<file path="src/rtl/ixc_readback_pkg.sv">
// Shared defaults and helpers for the 13-bit net-readback capture block.
package ixc_readback_pkg;

  localparam int WIDTH_DEF = 13;
  localparam int DEPTH_DEF = 4;
  localparam int CNTW_DEF  = 8;

  // Pointer width for a power-of-two FIFO depth; never narrower than one bit.
  function automatic int ptr_w(input int depth);
    return (depth > 1) ? $clog2(depth) : 1;
  endfunction

  typedef logic [ptr_w(DEPTH_DEF):0] count_t;

endpackage

</file>
<file path="src/rtl/ixc_readback_fifo.sv">
// Register-based FIFO holding captured net samples; full/empty derive from occupancy.
module ixc_readback_fifo
  import ixc_readback_pkg::*;
#(
  parameter int WIDTH = WIDTH_DEF,
  parameter int DEPTH = DEPTH_DEF
) (
  input  logic                      clk,
  input  logic                      rst,
  input  logic                      push_req,
  input  logic                      pop_req,
  input  logic [WIDTH-1:0]          wdata,
  output logic                      push,
  output logic                      pop,
  output logic                      full,
  output logic                      empty,
  output logic [ptr_w(DEPTH):0]     count,
  output logic [WIDTH-1:0]          head
);

  localparam int PW = ptr_w(DEPTH);
  localparam int CW = PW + 1;

  logic [WIDTH-1:0] mem_p0 [DEPTH];
  logic [PW-1:0]    wr_ptr_p0;
  logic [PW-1:0]    rd_ptr_p0;
  logic [CW-1:0]    cnt_p0;

  assign empty = (cnt_p0 == '0);
  assign full  = (cnt_p0 == CW'(DEPTH));
  assign pop   = pop_req & ~empty;
  // A pop in the same cycle frees the slot, so a full FIFO still accepts the push.
  assign push  = push_req & (~full | pop);
  assign count = cnt_p0;
  assign head  = mem_p0[rd_ptr_p0];

  // Stage p0: storage, pointers and occupancy
  always_ff @(posedge clk) begin
    if (rst) begin
      wr_ptr_p0 <= '0;
      rd_ptr_p0 <= '0;
      cnt_p0    <= '0;
      for (int i = 0; i < DEPTH; i++) mem_p0[i] <= '0;
    end else begin
      if (push) begin
        mem_p0[wr_ptr_p0] <= wdata;
        wr_ptr_p0         <= wr_ptr_p0 + PW'(1);
      end
      if (pop) rd_ptr_p0 <= rd_ptr_p0 + PW'(1);
      case ({push, pop})
        2'b10:   cnt_p0 <= cnt_p0 + CW'(1);
        2'b01:   cnt_p0 <= cnt_p0 - CW'(1);
        default: cnt_p0 <= cnt_p0;
      endcase
    end
  end

endmodule

</file>
<file path="src/rtl/ixc_readback_13.sv">
// Net-readback capture: samples R on cap into a FIFO drained by a valid/ready host port.
module ixc_readback_13
  import ixc_readback_pkg::*;
#(
  parameter int WIDTH = WIDTH_DEF,
  parameter int DEPTH = DEPTH_DEF,
  parameter int CNTW  = CNTW_DEF
) (
  input  logic                  clk,
  input  logic                  rst,
  input  logic [WIDTH-1:0]      R,
  input  logic                  cap,
  input  logic                  clr,
  output logic                  rd_valid,
  output logic [WIDTH-1:0]      rd_data,
  input  logic                  rd_ready,
  output logic [ptr_w(DEPTH):0] count,
  output logic                  ovf,
  output logic [CNTW-1:0]       drops
);

  function automatic logic [CNTW-1:0] sat_inc(input logic [CNTW-1:0] v);
    return (&v) ? v : v + CNTW'(1);
  endfunction

  logic            push;
  logic            pop;
  logic            full;
  logic            empty;
  logic            drop;
  logic            ovf_p0;
  logic [CNTW-1:0] drops_p0;

  ixc_readback_fifo #(
    .WIDTH(WIDTH),
    .DEPTH(DEPTH)
  ) u_fifo (
    .clk      (clk),
    .rst      (rst),
    .push_req (cap),
    .pop_req  (rd_ready),
    .wdata    (R),
    .push     (push),
    .pop      (pop),
    .full     (full),
    .empty    (empty),
    .count    (count),
    .head     (rd_data)
  );

  assign drop     = cap & full & ~pop;
  assign rd_valid = ~empty;
  assign ovf      = ovf_p0;
  assign drops    = drops_p0;

  // Stage p0: overflow bookkeeping; a drop outranks a clear in the same cycle
  always_ff @(posedge clk) begin
    if (rst) begin
      ovf_p0   <= 1'b0;
      drops_p0 <= '0;
    end else if (drop) begin
      ovf_p0   <= 1'b1;
      drops_p0 <= clr ? CNTW'(1) : sat_inc(drops_p0);
    end else if (clr) begin
      ovf_p0   <= 1'b0;
      drops_p0 <= '0;
    end
  end

endmodule

</file>
<file path="config.mk">
export PLATFORM = sky130hd
export DESIGN_NAME = ixc_readback_13
export DESIGN_NICKNAME = d
export VERILOG_FILES = /design/src/rtl/ixc_readback_pkg.sv /design/src/rtl/ixc_readback_fifo.sv /design/src/rtl/ixc_readback_13.sv
export SDC_FILE = /design/constraint.sdc
export NUM_CORES = 1
export LEC_CHECK = 0
export CORE_ASPECT_RATIO = 2
export CORE_MARGIN = 4
export CORE_UTILIZATION = 40
export DETAILED_ROUTE_END_ITERATION = 8
export MAX_ROUTING_LAYER = met4
export PLACE_DENSITY = 0.72
export SLEW_MARGIN = 20
export SYNTH_ARGS = -nofsm -noshare
export SYNTH_HDL_FRONTEND = slang
export SYNTH_SLANG_ARGS = --single-unit
</file>
<file path="constraint.sdc">
create_clock -name clk -period 5.5 [get_ports clk]
set_input_delay 1.1 -clock clk [delete_from_list [all_inputs] [get_ports clk]]
set_output_delay 1.1 -clock clk [all_outputs]
set_load 0.05 [all_outputs]
</file>
After elaboration in Yosys (flattened, before gate mapping)
Memory sizes are Yosys's and may differ from the RTL's. A register that Yosys moved wholly into a read port is not among the register bits.
Cells that the tools add are included.
{"block": "totals", "output_inout_bits": 26, "romBits": 0, "ramBits": 52, "inputBits": 18, "latch_bits": 0, "elab_cells": 46, "mem_count": 1, "reg_bits": 16}
{"block": "op_classes", "magnitude_cmp": 0, "n_reduce_logical": 6, "eq_ne": 4, "n_shift": 0, "mux": 17, "n_addsub": 5, "multipliers": 0, "n_bitwise": 8, "div_mod_pow": 0}
{"name": "u_fifo.mem_p0", "depth": 4, "word_bits": 13, "read_ports": 1, "rd_clocked_by_memory_dff": 1, "wr": 4, "line": "ixc_readback_fifo.sv:24", "text": "logic [WIDTH-1:0] mem_p0 [DEPTH];"}
{"op": "8-bit two-way mux", "count": 4}
{"op": "13-bit two-way mux", "count": 1}
{"op": "13-bit OR reduction", "count": 1}
{"op": "8-bit by 1-bit adder with 8-bit output, second input constant", "count": 1}
{"op": "1-bit two-way mux", "count": 8}
{"op": "8-bit AND reduction", "count": 1}
{"op": "2-bit two-way mux", "count": 3}
{"op": "3-bit one-hot mux with 2 select lines", "count": 1}
{"op": "2-bit by 1-bit adder with 2-bit output, second input constant", "count": 2}
{"op": "1-bit AND", "count": 4}
{"op": "2-bit nonzero test", "count": 2}
{"op": "3-bit by 1-bit adder with 3-bit output, second input constant", "count": 1}
{"op": "3-bit == test, second input constant", "count": 1}
{"op": "3-bit logical NOT", "count": 1}
{"op": "1-bit inverter", "count": 3}
{"op": "3-bit by 1-bit subtractor with 3-bit output, second input constant", "count": 1}
{"op": "2-bit by 1-bit == test with 1-bit output, second input constant", "count": 1}
{"op": "2-bit == test, second input constant", "count": 1}
{"op": "2-bit inequality test, second input constant", "count": 1}
{"op": "2-bit AND reduction", "count": 1}
{"op": "1-bit OR", "count": 1}

Logic depth before layout (Yosys ltp)
{"block": "depth", "word_depth": 10, "mapped_depth": 9, "ltp_nobuf": 8}

Hierarchy
A second synthesis with hierarchy kept.
{"block": "hier_totals", "cells_unflattened": 251, "area_unflattened_um2": 3350.7}
{"mod": "ixc_readback_fifo", "area_each_um2": 2827.7, "seq_area_each_um2": 1741.7, "cells_each": 193, "n_inst": 1}
{"mod": "ixc_readback_13", "area_each_um2": 523.0, "seq_area_each_um2": 180.2, "cells_each": 58, "n_inst": 1}

Worst setup path after synthesis
No wires, ideal clock.
{"block": "synth_timing", "path_kind": "input -> register", "startpoint": "input port rd_ready", "endpoint": "register u_fifo.cnt_p0[2], in the netlist u_fifo.count[2]", "t_arrival_ns": 2.949, "n_path_buf": 1, "setup_slack_ns": 2.481, "setup_ns": 0.070, "t_required_ns": 5.430, "stages": 9, "path_cell_list": "or4b_4 > buf_6 > nand2_1 > ha_1 > inv_1 > fa_1 > xor2_1 > or3_1 > a21oi_1"}
{"block": "synth_between", "elab_chain_len": 5, "elab_cells_between_ends": 7, "cone_classes": "2 x eq/ne; 1 x mux; 3 x bitwise; 1 x reduce/logical"}
{"element": "from (decl)", "line": "ixc_readback_13.sv:16", "text": "input logic rd_ready,"}
{"element": "1-bit AND (*)", "line": "ixc_readback_fifo.sv:31", "text": "assign pop = pop_req & ~empty;"}
{"element": "1-bit OR", "line": "ixc_readback_fifo.sv:33", "text": "assign push = push_req & (~full | pop);"}
{"element": "1-bit AND", "line": "ixc_readback_fifo.sv:33"}
{"element": "2-bit by 1-bit == test with 1-bit output or 2-bit == test (tied branches)", "line": "ixc_readback_fifo.sv:50", "text": "case ({push, pop})"}
{"element": "3-bit one-hot mux with 2 select lines or 2-bit nonzero test (tied branches)"}
{"element": "to (signal assigned)", "line": "ixc_readback_fifo.sv:51", "text": "2'b10: cnt_p0 <= cnt_p0 + CW'(1);"}
{"element": "to (signal assigned)", "line": "ixc_readback_fifo.sv:52", "text": "2'b01: cnt_p0 <= cnt_p0 - CW'(1);"}
{"element": "to (signal assigned)", "line": "ixc_readback_fifo.sv:53", "text": "default: cnt_p0 <= cnt_p0;"}
{"element": "to (decl)", "line": "ixc_readback_fifo.sv:27", "text": "logic [CW-1:0] cnt_p0;"}
Every way passes the cells marked *; elsewhere a longest branch is shown, timed or not.
A chain may end at the register's enable or synchronous reset.

==> flow_metrics.tcl <==
set metrics [dict create \
    dr.pass1.iters 4 \
    clk_pin_slew_ns 0.05 \
    skew_ns 0.00260 \
    slew_violations 0 \
    yosysWarnings 0 \
    synth_edf_count 52 \
    synth_area_leader_cell "edfxtp_1" \
    synthMuxAreaShare_pct 9.44 \
    p_per_area_nw_per_um2 413 \
    grt_max_degree 22 \
    hold_viol 0 \
    worstMarginPinSlew_ns 0.981 \
    cp_top_family "flip-flops" \
    antenna_found_initial 0 \
    pwr-share-comb_pct 27.1 \
    netlist_instances 239 \
    synthSimpleGateAreaFrac_pct 19.4 \
    track_usage_pct 15.3 \
    grt_overflow_total 0 \
    diodes 0 \
    synth_compound_area_share_pct 6.24 \
    rows 46 \
    worst-path-max-fanout 13 \
    p_sw_w 0.000518 \
    slowest_delay_ns 0.90 \
    syn-num-nets 260 \
    drc 0 \
    htree_levels 3 \
    viasPerCell 5.46 \
    cts_setup_buffers 0 \
    synth_common_cells "53 x and2_1, 52 x edfxtp_1, 18 x dfxtp_1, 13 x mux4_2, 11 x clkbuf_1" \
    yosys-top-cells-area "edfxtp_1 49%, dfxtp_1 11%, and2_1 10%, mux4_2 9.1%, clkbuf_1 1.3%" \
    synth_adder_area_share_pct 1.40 \
    die-area_um2 9600 \
    synth-xor-area-share_pct 1.09 \
    die_h_um 135 \
    grt_pass1_wl_um 10400 \
    port_buffers 43 \
    yosysSeqAreaShare_pct 59.9 \
    cts.sinks 70 \
    synthToLayoutAreaGrowth_pct 24.8 \
    max_freq_mhz 273 \
    hold_path.class "reg2reg" \
    seqPwrFrac_pct 41.0 \
    cp_slowest_cell "dfxtp_1" \
    p_clk_share_pct 31.8 \
    critPathLaunchType "flop" \
    drive_gt1_share_pct 12.2 \
    intPower_w 0.00113 \
    synth_seq_cells 70 \
    rsz0062_at_grt "no" \
    gp_congestion 0.830 \
    p_leak_nw 1.41 \
    antenna_left 0 \
    synth_most_common_cell "and2_1" \
    fp.dieW_um 71.3 \
    ir_worst_vdd_uv 443 \
    yosysUniqueCellTypes 44 \
    grt_pass1_vias 2114 \
    core_um2 7890 \
    synth_area_um2 3210 \
    end_kind "output port" \
    cp_num_buf_inv 1 \
    cp.required_ns 4.40 \
    max-clock-path-buffers 2 \
    initial_core_util_pct 40.7 \
    fillers 675 \
    max-slew-margin-rel_pct 34.4 \
    path_cells "mux4_2, clkdlybuf4s50_1" \
    synth_top_cell_area_share_pct 48.7 \
    drt_wl_total_um 6690 \
    maxCapViolCount 0 \
    cts.repair.resized 0 \
    arrival_ns 2.57 \
    outcome "finished, final reports clean" \
    setup_viol_count_final 0 \
    crit_type "reg2out" \
    pin_count 44 \
    final_util_pct 50.7 \
    synth_top_family_by_area "simple AND/OR/NAND/NOR gates" \
    ys.flop_type "edfxtp_1" \
    wl_per_cell_um 17.4 \
    routed-via-count 2098 \
    numCtsBuffers 9 \
    post-route-min-period_ns 3.67 \
    root_buffer "clkbuf_16" \
    swShare_pct 31.3 \
    synthArstFlopShare_pct 0 \
    avgSynthCellArea_um2 13.4 \
    cts_tree "done" \
    drt_first_iter_violations 86 \
    period_share_pct 66.7 \
    final_net_count 304 \
    insertion_delay_ns 0.33 \
    setup_tns_ns 0 \
    cts-hold-fix-buffers 0 \
    dpl.hpwl_um 4660 \
]
worst paths after layout:
| check | startpoint | endpoint | slack [ns] | cells past startpoint |
|---|---|---|---|---|
| worst max-delay path | flop | rd_data[1] | 1.83 | 2 |
| worst min-delay path | drops[1] | drops[1] | 0.52 | 2 |
| worst max register to register | u_fifo.count[0] | u_fifo.count[2] | 3.03 | 8 |
| worst min register to register | drops[1] | drops[1] | 0.52 | 2 |
routing by layer:
metal  wire length [um]  track usage [%]
met3                286             3.87
met4                122             7.01
met1               2420             14.8
met5                  0                -
met2               3860             27.7
power groups by stage:
stage          registers (W)  clock network (W)  logic (W)
4_1_cts             0.000681           0.000535   0.000454
3_5_place_dp        0.000691                  0   0.000451
2_1_floorplan       0.000688                  0   0.000307
6_report            0.000678           0.000526   0.000448
3_3_place_gp        0.000689                  0   0.000448
5_1_grt             0.000690           0.000556   0.000474
worst register-to-register path: cells and delay by family, from the launching register on:
kind            cells  cell delay [ns]
compound gates      1             0.14
fa+ha+maj           2             0.57
simple gates        3             1.08
buf+inv             1             0.06
xor+xnor            1             0.16
flops               1             0.39
cell families (layout without fill, tap and decap cells):
family,count (synthesis),after routing
flops,70,70
simple gates,101,101
xor+xnor,4,4
compound gates,28,28
buf+inv,19,68
mux,14,14
fa+ha+maj,3,3
cells in the final DEF (no fill, tap or decap), types with 3 or more instances in the layout:
| master | count |
|---|---|
| and2_1 | 53 |
| edfxtp_1 | 52 |
| clkdlybuf4s50_1 | 43 |
| dfxtp_1 | 18 |
| mux4_2 | 13 |
| nor2_1 | 10 |
| clkbuf_16 | 9 |
| a21oi_1 | 6 |
| nor4_1 | 5 |
| buf_4 | 5 |
| inv_1 | 4 |
| nand2_1 | 4 |
| or3_1 | 4 |
| and3_1 | 4 |
| a211oi_1 | 4 |
| clkbuf_1 | 4 |
| nand3_1 | 3 |
| a31oi_1 | 3 |
| xor2_1 | 3 |
| o21ai_0 | 3 |
state kept, by name, summed over array words and instances (netlist names), named ones only:
name and cells:
u_fifo.count 3, u_fifo.rd_ptr_p0 2, ovf 1, drops 8, u_fifo.mem_p0 52, u_fifo.wr_ptr_p0 2
cell type report:
cell class              instances  area, um^2  area share (%)
clock buffers                  15         268            6.69
clock inverters                 1        5.00           0.125
inverters                       4        15.0           0.375
multi-input cells             150        1200            30.1
flip-flops and latches         70        1920            48.0
well taps                      96         120            3.00
repair buffers                 48         468            11.7
per-stage QoR:
stage                     worst slack [ns]  instance area [um^2]  hold WS, ns  instances  power [W]
after CTS                             1.73                  4000        0.525        384    0.00167
final                                 1.83                  4000        0.525        384    0.00165
after global placement                1.93                  3730        0.503        368    0.00114
after floorplan                       2.48                  3210        0.485        239   0.000995
after detailed placement              1.86                  3730        0.520        368    0.00114
after global routing                  1.61                  4000        0.558        384    0.00172
No activity file was read; power rests on OpenSTA's default activity.
